$ cat config.mk
export PLATFORM = sky130hd
export DESIGN_NAME = serial_add_ctrl_flat
export DESIGN_NICKNAME = d
export VERILOG_FILES = /design/src/rtl/serial_add_ctrl_if.sv /design/src/rtl/serial_add_ctrl.sv /design/src/flat_wrapper.sv
export SDC_FILE = /design/constraint.sdc
export NUM_CORES = 1
export LEC_CHECK = 0
export BUFFER_PORTS_ARGS = -buffer_cell sky130_fd_sc_hd__buf_2
export CAP_MARGIN = 20
export CORE_ASPECT_RATIO = 1.25
export CORE_MARGIN = 5
export CORE_UTILIZATION = 52
export DETAILED_ROUTE_END_ITERATION = 8
export PLACE_DENSITY = 0.79
export REMOVE_ABC_BUFFERS = 1
export SLEW_MARGIN = 20
export SYNTH_ARGS = -nofsm -noshare
export SYNTH_HDL_FRONTEND = slang
export SYNTH_SLANG_ARGS = --single-unit
$ cat constraint.sdc
create_clock -name clk -period 1.7 [get_ports clk]
set_clock_uncertainty 0.2 [all_clocks]
set_input_delay 0.34 -clock clk [delete_from_list [all_inputs] [get_ports clk]]
set_output_delay 0.34 -clock clk [all_outputs]
set_load 0.005 [all_outputs]
$ cat src/rtl/serial_add_ctrl_if.sv
// rtl/serial_add_ctrl_if.sv - start/operand/result bundle for the bit-serial adder sequencer
interface serial_add_ctrl_if #(
  parameter int WIDTH = 4
);
  logic             start;
  logic [WIDTH-1:0] a_in;
  logic [WIDTH-1:0] b_in;
  logic             busy;
  logic             ser_shift;
  logic             ser_bit;
  logic [WIDTH-1:0] sum;
  logic             cout;
  logic             done;

  modport master (
    output start, a_in, b_in,
    input  busy, ser_shift, ser_bit, sum, cout, done
  );

  modport slave (
    input  start, a_in, b_in,
    output busy, ser_shift, ser_bit, sum, cout, done
  );
endinterface

$ cat src/rtl/serial_add_ctrl.sv
// rtl/serial_add_ctrl.sv - bit-serial adder sequencer, LSB-first through one full-adder slice
module serial_add_ctrl #(
  parameter int WIDTH = 4
) (
  input  logic             clk,
  input  logic             reset,
  serial_add_ctrl_if.slave bus
);
  localparam int CW = $clog2(WIDTH + 1);

  typedef enum logic [1:0] {IDLE, SHIFT, DONE} state_t;

  state_t           state, state_next;
  logic [WIDTH-1:0] a_reg, b_reg, acc, sum_q;
  logic             carry, cout_q;
  logic [CW-1:0]    count;
  logic             s, carry_next, last, accept;
  logic             busy_c, ser_shift_c, done_c;

  assign s          = a_reg[0] ^ b_reg[0] ^ carry;
  assign carry_next = (a_reg[0] & b_reg[0]) | (a_reg[0] & carry) | (b_reg[0] & carry);
  assign last       = (count == CW'(WIDTH - 1));
  // DONE accepts a new start just like IDLE, giving back-to-back operation
  assign accept     = (state != SHIFT) && bus.start;

  always_ff @(posedge clk) begin
    if (reset) state <= IDLE;
    else       state <= state_next;
  end

  always_comb begin
    state_next  = state;
    busy_c      = 1'b0;
    ser_shift_c = 1'b0;
    done_c      = 1'b0;
    case (state)
      IDLE: begin
        if (bus.start) state_next = SHIFT;
      end
      SHIFT: begin
        busy_c      = 1'b1;
        ser_shift_c = 1'b1;
        if (last) state_next = DONE;
      end
      DONE: begin
        done_c     = 1'b1;
        state_next = bus.start ? SHIFT : IDLE;
      end
      default: state_next = IDLE;
    endcase
  end

  always_ff @(posedge clk) begin
    if (reset) begin
      a_reg  <= '0;
      b_reg  <= '0;
      acc    <= '0;
      carry  <= 1'b0;
      count  <= '0;
      sum_q  <= '0;
      cout_q <= 1'b0;
    end else if (accept) begin
      a_reg <= bus.a_in;
      b_reg <= bus.b_in;
      acc   <= '0;
      carry <= 1'b0;
      count <= '0;
    end else if (state == SHIFT) begin
      carry <= carry_next;
      a_reg <= {1'b0, a_reg[WIDTH-1:1]};
      b_reg <= {1'b0, b_reg[WIDTH-1:1]};
      acc   <= {s, acc[WIDTH-1:1]};
      count <= count + 1'b1;
      if (last) begin
        sum_q  <= {s, acc[WIDTH-1:1]};
        cout_q <= carry_next;
      end
    end
  end

  assign bus.busy      = busy_c;
  assign bus.ser_shift = ser_shift_c;
  assign bus.done      = done_c;
  assign bus.ser_bit   = s;
  assign bus.sum       = sum_q;
  assign bus.cout      = cout_q;
endmodule

$ cat src/flat_wrapper.sv
// flat-port wrapper written by rule: the top's interface ports become plain ports
module serial_add_ctrl_flat 
#(
  parameter int WIDTH = 4
)
  (clk, reset, bus_start, bus_a_in, bus_b_in, bus_busy, bus_ser_shift, bus_ser_bit, bus_sum, bus_cout, bus_done);
  serial_add_ctrl_if #(.WIDTH(WIDTH)) bus_i ();
  input  logic clk;
  input  logic reset;
  input wire logic [$bits(bus_i.start)-1:0] bus_start;
  input wire logic [$bits(bus_i.a_in)-1:0] bus_a_in;
  input wire logic [$bits(bus_i.b_in)-1:0] bus_b_in;
  output wire logic [$bits(bus_i.busy)-1:0] bus_busy;
  output wire logic [$bits(bus_i.ser_shift)-1:0] bus_ser_shift;
  output wire logic [$bits(bus_i.ser_bit)-1:0] bus_ser_bit;
  output wire logic [$bits(bus_i.sum)-1:0] bus_sum;
  output wire logic [$bits(bus_i.cout)-1:0] bus_cout;
  output wire logic [$bits(bus_i.done)-1:0] bus_done;
  assign bus_i.start = bus_start;
  assign bus_i.a_in = bus_a_in;
  assign bus_i.b_in = bus_b_in;
  assign bus_busy = bus_i.busy;
  assign bus_ser_shift = bus_i.ser_shift;
  assign bus_ser_bit = bus_i.ser_bit;
  assign bus_sum = bus_i.sum;
  assign bus_cout = bus_i.cout;
  assign bus_done = bus_i.done;
  serial_add_ctrl #(.WIDTH(WIDTH)) u_core (.clk(clk), .reset(reset), .bus(bus_i));
endmodule
## After elaboration in Yosys (flattened, before gate mapping)

Index checks and enable logic that the tools add are counted.
Widths: inputs -> output; s select.

| word-level totals | value |
|---|---|
| register bits | 23 |
| input bits | 11 |
| word-level logic and storage cells | 39 |

| cells by class | value |
|---|---|
| add/sub/neg operators | 1 |
| equality and inequality tests | 6 |
| mux-type cells | 10 |
| bitwise logic cells | 8 |
| reduce and logical (&&, ||, !) cells | 6 |

Operators with widths:

| kind | count |
|---|---|
| $mux 4 | 4 |
| $pmux 2 s3 | 1 |
| $mux 2 | 2 |
| $ne 2x1->1 const B | 2 |
| $add 3x1->3 const B | 1 |
| $and 1x1->1 | 3 |
| $eq 3x2->1 const B | 1 |
| $mux 1 | 3 |
| $reduce_and 3->1 | 1 |
| $eq 2x1->1 const B | 1 |
| $eq 2x2->1 const B | 1 |
| $logic_not 2->1 | 1 |
| $ne 2x2->1 const B | 1 |
| $or 1x1->1 | 2 |
| $reduce_and 2->1 | 1 |
| $reduce_bool 2->1 | 1 |
| $reduce_or 2->1 | 1 |
| $xor 1x1->1 | 2 |
| $logic_and 1x1->1 | 1 |
| $not 1->1 | 1 |

## Depth between registers and ports, before layout

Gate-level depths: netlist of the first run.

| logic depth | value |
|---|---|
| depth after elaboration | 4 |
| depth in mapped cells | 5 |
| gate-level depth less buffers | 5 |

## Least setup slack after synthesis of the first run

Ideal clock, no wire load.

| path | value |
|---|---|
| kind | register -> output |
| start | reg u_core.carry |
| end | out bus_ser_bit |
| arrival time | 0.881 ns |
| required time | 1.160 ns |
| path slack | 0.279 ns |
| stages on the path, launching flop included | 2 |
| path buffers | 0 |
| cells stage by stage | dfxtp_1 -> fa_1 |

| between the ends | value |
|---|---|
| longest elaborated chain between the ends | 1 |

Ends and longest elaborated chain:

| item | RTL line | RTL |
|---|---|---|
| start: declaration | serial_add_ctrl.sv:15 | `logic carry, cout_q;` |
| start signal: assignment | serial_add_ctrl.sv:69 | `carry <= carry_next;` |
| $xor 1x1->1 | serial_add_ctrl.sv:20 | `assign s = a_reg[0] ^ b_reg[0] ^ carry;` |
| end: declaration | flat_wrapper.sv:15 | `output wire logic [$bits(bus_i.ser_bit)-1:0] bus_ser_bit;` |

No other way between the ends.

## Final worst setup path of the first run

Same ends and word-level chain as after synthesis.

==> metrics list, run 1 <==
- The run finished, with violations left.
- The checks that failed: negative setup slack.
- Worst Setup End Kind: output pin
* Top FF cell, synth: dfxtp_1
- Area leader, netlist: dfxtp_1
* Root buffer cell: clkbuf_4
- Ranked by total cell area, the synthesized netlist is headed by dfxtp_1 (45%), mux2i_1 (8.1%), a211oi_2 (7.6%), a21oi_1 (6.1%), nand3b_1 (5.3%).
* Final antenna-violating net count: 0
- The initial antenna violation count is 0.
- The worst setup path is of the register to output pin kind.
- DRC viols: 0
- The path class of the tightest hold or removal check is input pin to register.
- In the synthesized netlist the async set-or-reset flop fraction comes to 0.
* Cells on worst reg2reg path: 5
* Non-Filler Instances: roughly 140
- I/O pin total: 20
- Proportion of synthesized chip area in sequential cells: 0.445
- Buffer count from post-CTS setup fixing: 0
- In the global route stage, overall resource usage came out at 0.135.
- Setup violations remaining at the end of the flow were counted as 1.
- Chip Width: ~49 um
* Clock tree from TritonCTS: done
- Detailed Route Iter0 Violations: 2
- The first global-routing pass estimated a little over 3 mm of wire.
- Sorting the synthesized cells by how often they occur yields dfxtp_1 (22), a21oi_1 (12), nand2_1 (10).
- The signal on the critical path passes through fa_1, buf_2.
* Drt total wl: between 1.5 and 2 mm
- In this run the tool buffered the top-level ports with 19 buffer cells.
- Post-Syn Instances: 100
- Area fraction of the dominant cell type after synthesis: 0.445
- Clk sink count: 22
* Post-DR wirelength/cell: roughly 12 um
- Clock-pin slew was measured on the worst setup and hold paths at approximately 0.11 ns.
- Internal power consumption: 0.000677 W
- Max Fanout on Critical Path: 3
- CTS built an H-tree with a depth of 1.
- Slowest Stage Delay on Critical Path: slightly below 0.6 ns
- Standby leakage power: ~0.45 nW
* Total power divided by cell area: ~850 nW/um^2
- The worst pin sits at a relative slew slack of 0.703.
- Effective utilization at floorplan: 0.554
- Total area of multi-input combinational cells: ~460 um^2
- Area of the die: ~2900 um^2
- The layout has 183 filler cells.
- Final-layout worst hold slack: 0.145 ns
- Post-placement cell count: 132
- The repair_antennas step left the layout with diodes totalling 0.
* HPWL after detailed placement: ~1.2 mm
- Of the available clock period, the critical path in the final layout requires 1.12.
* Vias: between 700 and 800
- Counting the buffers created by CTS gives 3.
* Net switching power: about 0.00023 W
- Combinational share of power: 0.139
- Routability-driven placement finished with a final weighted congestion of ~0.74.
- After floorplanning, the core was sized to cover 1790 um^2.
- Entering global routing, the biggest net connects 23 pins.
* Crit-path slowest cell: fa_1
- Netlist cell types: 24
- Data arrival time at the worst-slack endpoint: 1.36 ns
* Number of flops mapped to enable cells by yosys: 0
- Final critical delay including setup and external delays: ~1.9 ns
- The first detailed-routing pass ran for 2 iterations.
- Tightest Pin Transition: approximately 0.45 ns
* Area taken by flip-flops and latches: approximately 440 um^2
- In the final layout, the share of cells above drive strength 1 is 0.293.
- Fraction of power consumed by sequential logic: 0.609
- In this run the cell area of the synthesized design comes to approximately 1000 um^2.
- The die is a little under 60 um tall.
- The worst setup path is launched from a register.
- Count of standard-cell rows: 17
- Total grt overflow: 0
* Cell depth of the worst hold path: 3
- Max-cap violations: 0
- Fraction of power spent switching nets: 0.256
* F_max: 525 MHz
- Setup repair after global routing could not meet its margin everywhere.
- The via count of the first global-routing pass came to approximately 740.
- Maximum resistive drop on vdd: between 0.5 and 0.6 mV
* Yosys Warn Count: 0
* Mapped Avg Cell Area: between 9 and 10 um^2
- Worst Setup Slack, final: -0.205 ns
- Growth of design area from synthesis to finish: 8.85%
- In this run the deepest clock path goes through 2 buffers.
- Clock latency on the worst-skew pair, taken at its later pin, is roughly 0.3 ns.
* Fin nets: ~130
- Hold buffer count at CTS: 0
- The share of total power dissipated in the clock network is 0.252.
- Data required time at the worst endpoint: 1.16 ns
- The most common cell in the synthesized netlist is dfxtp_1.
- Register bit count reported by yosys: 22
* Vias per std cell: roughly 5.6
- Pins over their slew limit: 0
* Final-report hold violation count: 0
repair_timing:
item,4_1_cts,5_1_grt
gates resized for setup,1,1
endpoints found under the hold margin,0,0
setup endpoints to repair,1,3
worst paths after layout:
check / startpoint / endpoint / slack (ns)
max: u_core.carry / bus_ser_bit / -0.20
min: bus_b_in[3] / u_core.b_reg[3] / 0.15
max reg2reg: u_core.count[0] / u_core.bus.sum[1] / 0.30
min reg2reg: u_core.bus.sum[0] / u_core.bus.sum[0] / 0.26
cell type report:
class,instances,share of cell area
Clock buffer,3,0.0209
Multi-Input combinational cell,67,0.431
Inverter,3,0.0128
Tap cell,19,0.0221
Timing Repair Buffer,21,0.102
Sequential cell,22,0.411
per-stage QoR:
step	utilization	area [um^2]	setup WS (ns)	TNS [ns]	total power, W
2_1_floorplan	-	918	0.279	0	0.000640
3_3_place_gp	0.589	1050	0.161	0	0.000687
3_5_place_dp	0.589	1050	0.136	0	0.000694
4_1_cts	0.602	1080	-0.210	-0.210	0.000922
5_1_grt	0.603	1080	-0.255	-0.255	0.000968
6_report	0.603	1080	-0.205	-0.205	0.000911
worst max-delay path, delay by kind of cell (launching register included):
| family | cells | cell delay, ns |
|---|---|---|
| buffers and inverters | 1 | 0.13 |
| flip-flops | 1 | 0.35 |
| adder cells (fa/ha/maj) | 1 | 0.58 |
placed cells by master, fill, tap and decap left out, types with 3 or more instances in the layout:
cell and count:
clkbuf_4 3, nand3b_1 7, nand3_1 5, nor2_1 8, mux2i_1 8, a21oi_1 12
dfxtp_1 20, nand2_1 10, buf_2 19, a211oi_2 6
layer usage:
| layer | track usage | part of all wire |
|---|---|---|
| met4 | 0.0692 | 0.020 |
| met3 | 0.0354 | 0.065 |
| met1 | 0.143 | 0.40 |
| met5 | 0 | 0 |
| met2 | 0.243 | 0.51 |
cell families after synthesis:
| group | after synthesis | synth area share |
|---|---|---|
| buffers and inverters | 11 | 0.0860 |
| AOI/OAI and AO/OA | 19 | 0.145 |
| muxes | 8 | 0.0809 |
| DFF | 22 | 0.445 |
| and+or+nand+nor | 37 | 0.197 |
| adders and majority gates | 3 | 0.0455 |
power by group through the flow:
stage                     clock [W]  sequential, W  combinational (W)
after floorplan                   0       0.000562          0.0000776
after global placement            0       0.000564           0.000123
after detailed placement          0       0.000566           0.000128
after CTS                  0.000239       0.000554           0.000128
after global routing       0.000268       0.000558           0.000141
final                      0.000229       0.000555           0.000127
Power figures use the tool's default switching activity.
==> run 2, diff against run 1 <==
--- a/config.mk
+++ b/config.mk
@@ -13,6 +13,7 @@
 export DETAILED_ROUTE_END_ITERATION = 8
 export PLACE_DENSITY = 0.79
 export REMOVE_ABC_BUFFERS = 1
+export SETUP_SLACK_MARGIN = 0.3
 export SLEW_MARGIN = 20
 export SYNTH_ARGS = -nofsm -noshare
 export SYNTH_HDL_FRONTEND = slang
==> run 2 against run 1 <==
  * Cell area is 14% higher
  * Combinational power is 38% higher
  * Global-route usage grew 0.74 points
  * Wire length increased by 14%
  * Sequential share of layout area shrank 4.2 points
  * Worst setup slack worse by 0.020 ns
  * The run still ends with negative setup slack left
  * Core utilization is 8.3 points higher
  * Final cell count up 4.4%
  * Maximum frequency fell by 1.1%
  * Die area did not move
  * Hold slack improved by 0.00068 ns
  * Sequential power hardly changed
==> metrics list, run 2 (synthesis results as in run 1) <==
- Vias in the first global route: 778
- HPWL after detailed placement: ~1.2 mm
* Tightest Pin Transition: between 0.5 and 0.6 ns
- The first global-routing pass estimated 3.24 mm of wire.
* Finished Cell Area: 1220 um^2
- CTS Buf Count: 3
* Non-Filler Instances: about 140
- Fill cells in the final layout number 158.
- Of the available clock period, the critical path in the final layout requires 1.13.
- Measured along the y axis, the die boundary spans a little under 60 um.
- Cells traversed along the worst timing path: fa_1, buf_2
- Clock network fraction of design power: 0.239
- After clock tree synthesis, the flow added hold-fix buffers numbering 0.
* Net switching power: 0.000252 W
- The total area inside the core boundary comes to between 1500 and 2000 um^2.
* Crit-path slowest cell: fa_1
* Vias per std cell: roughly 5.6
- Critical path start-end classification: register to output pin
* Reg clk slew, reported paths: 0.11 ns
- Antenna violations before repair: 0
- Final-layout worst hold slack: about 0.15 ns
* Total iterations of the first detailed-routing run: 4
- Standby leakage power: 0.492 nW
* Fin nets: between 100 and 150
- In the layout the commonest cells are buf_2 (17), dfxtp_1 (17), nand2_1 (9).
- Data required time at the worst endpoint: 1.16 ns
* Effective utilization at floorplan: 0.554
* Combinational share of power: 0.182
- Summing over every cut layer, the via total after detailed routing is between 700 and 800.
* Fraction of layout instances using a drive strength above 1: 0.443
- Entering global routing, the biggest net connects 23 pins.
- The max-slew violation total from the final report is 0.
* Final antenna-violating net count: 0
* Total area of multi-input combinational cells: about 530 um^2
- Root buffer cell: clkbuf_4
* ANT cells: 0
* Worst Setup End Kind: output pin
- Total power divided by cell area: 785 nW/um^2
- For the worst setup path, the data arrival time is roughly 1.4 ns.
- Kind of start point of the critical path: register
- Fraction of power spent switching nets: 0.262
- Counting both buffers and inverters, the worst setup path holds a total of 1.
- Post-route total power: around 0.00096 W
* Detailed Route Iter0 Violations: 7
- Final critical delay including setup and external delays: 1.93 ns
* Slowest Stage Delay on Critical Path: 0.60 ns
* Quantity of I/O buffers inserted on ports: 19
- Broken down by cell family, the worst path's largest delay share belongs to adder cells.
- For this run the aggregate overflow at the end of global routing stands at 0.
- I/O pin total: 20
- Drt total wl: roughly 1.9 mm
- Growth of design area from synthesis to finish: 23.8%
- Max-cap violations: 0
- DRC viols: 0
* Headroom to the max-slew limit: 0.658
* Clock tree from TritonCTS: done
* Post-DR wirelength/cell: ~14 um
* Post-placement cell count: around 130
- The flow ran to the end, but the final reports show violations.
- The hold violation total from the final report was 0.
- Worst Setup Slack, final: -0.225 ns
- Area of the die: about 2900 um^2
- Count of standard-cell rows: 17
- Unrepaired setup endpoints after global routing: yes
* F_max: ~520 MHz
- Violations in the final reports: negative setup slack
* Maximum resistive drop on vdd: 0.608 mV
- Cell internal power was estimated by the tool at roughly 0.00071 W.
- Bufs on Longest Clock Path: 2
- In this run the worst path has a maximum fanout of 3.
- Placed Area: approximately 1100 um^2
- Setup violations remaining at the end of the flow were counted as 1.
* Insertion delay to the later sink of the worst-skew pair: 0.30 ns
- From left edge to right edge, the die measures roughly 49 um.
- GRT Overall Usage: 0.142
- Across the whole layout, storage elements account for around 450 um^2.
- CTS saw 22 sinks.
- The share of total power dissipated in sequential elements is 0.579.
* Hold/Removal Path Class: input pin to register
- H-tree depth reported by CTS: 1
- The congestion estimate from routability-driven global placement came to between 0.7 and 0.8.
==> run 2: power groups by stage <==
stage	Sequential [W]	Combinational, W	Clock (W)
6_report	0.000557	0.000175	0.000230
5_1_grt	0.000560	0.000191	0.000268
4_1_cts	0.000555	0.000141	0.000239
3_5_place_dp	0.000566	0.000128	0
3_3_place_gp	0.000564	0.000123	0
2_1_floorplan	0.000562	0.0000776	0
==> run 2: per-layer routing <==
layer,up-vias,global-route usage,part of all wire
li1,388,-,-
met1,374,0.157,0.41
met2,22,0.252,0.53
met3,2,0.0354,0.057
met4,0,0.0692,0.0026
met5,-,0,0
==> run 2: metrics by stage <==
step / utilization / TNS (ns) / worst slack (ns)
after floorplan: - / 0 / 0.279
after global placement: 0.589 / 0 / 0.161
after detailed placement: 0.589 / 0 / 0.136
after CTS: 0.622 / -0.210 / -0.210
after global routing: 0.686 / -0.275 / -0.275
final: 0.686 / -0.225 / -0.225
==> run 2: timing repair <==
item,4_1_cts,5_1_grt
buffers inserted,1,5
pin swaps,1,13
endpoints found under the setup margin,9,13
gates resized for setup,10,18
==> run 2: final cells by class <==
cell class	instances	share of cell area
multi-input combinational	67	0.431
sequential	22	0.369
timing repair buffer	27	0.147
tap	19	0.0194
clock buffer	3	0.0184
inverter	3	0.0153
==> run 2: final timing paths <==
check | start | endpoint | slack, ns | cells past startpoint
max | u_core.carry | bus_ser_bit | -0.23 | 2
min | bus_b_in[3] | u_core.b_reg[3] | 0.15 | 3
max reg2reg | u_core.carry | u_core.bus.sum[3] | 0.18 | 4
min reg2reg | u_core.bus.sum[2] | u_core.bus.sum[2] | 0.26 | 2
==> run 2: worst min-delay path, delay by kind of cell <==
family / cells / cell delay [ns]
simple gates: 1 / 0.13
buf+inv: 1 / 0.07
mux: 1 / 0.06
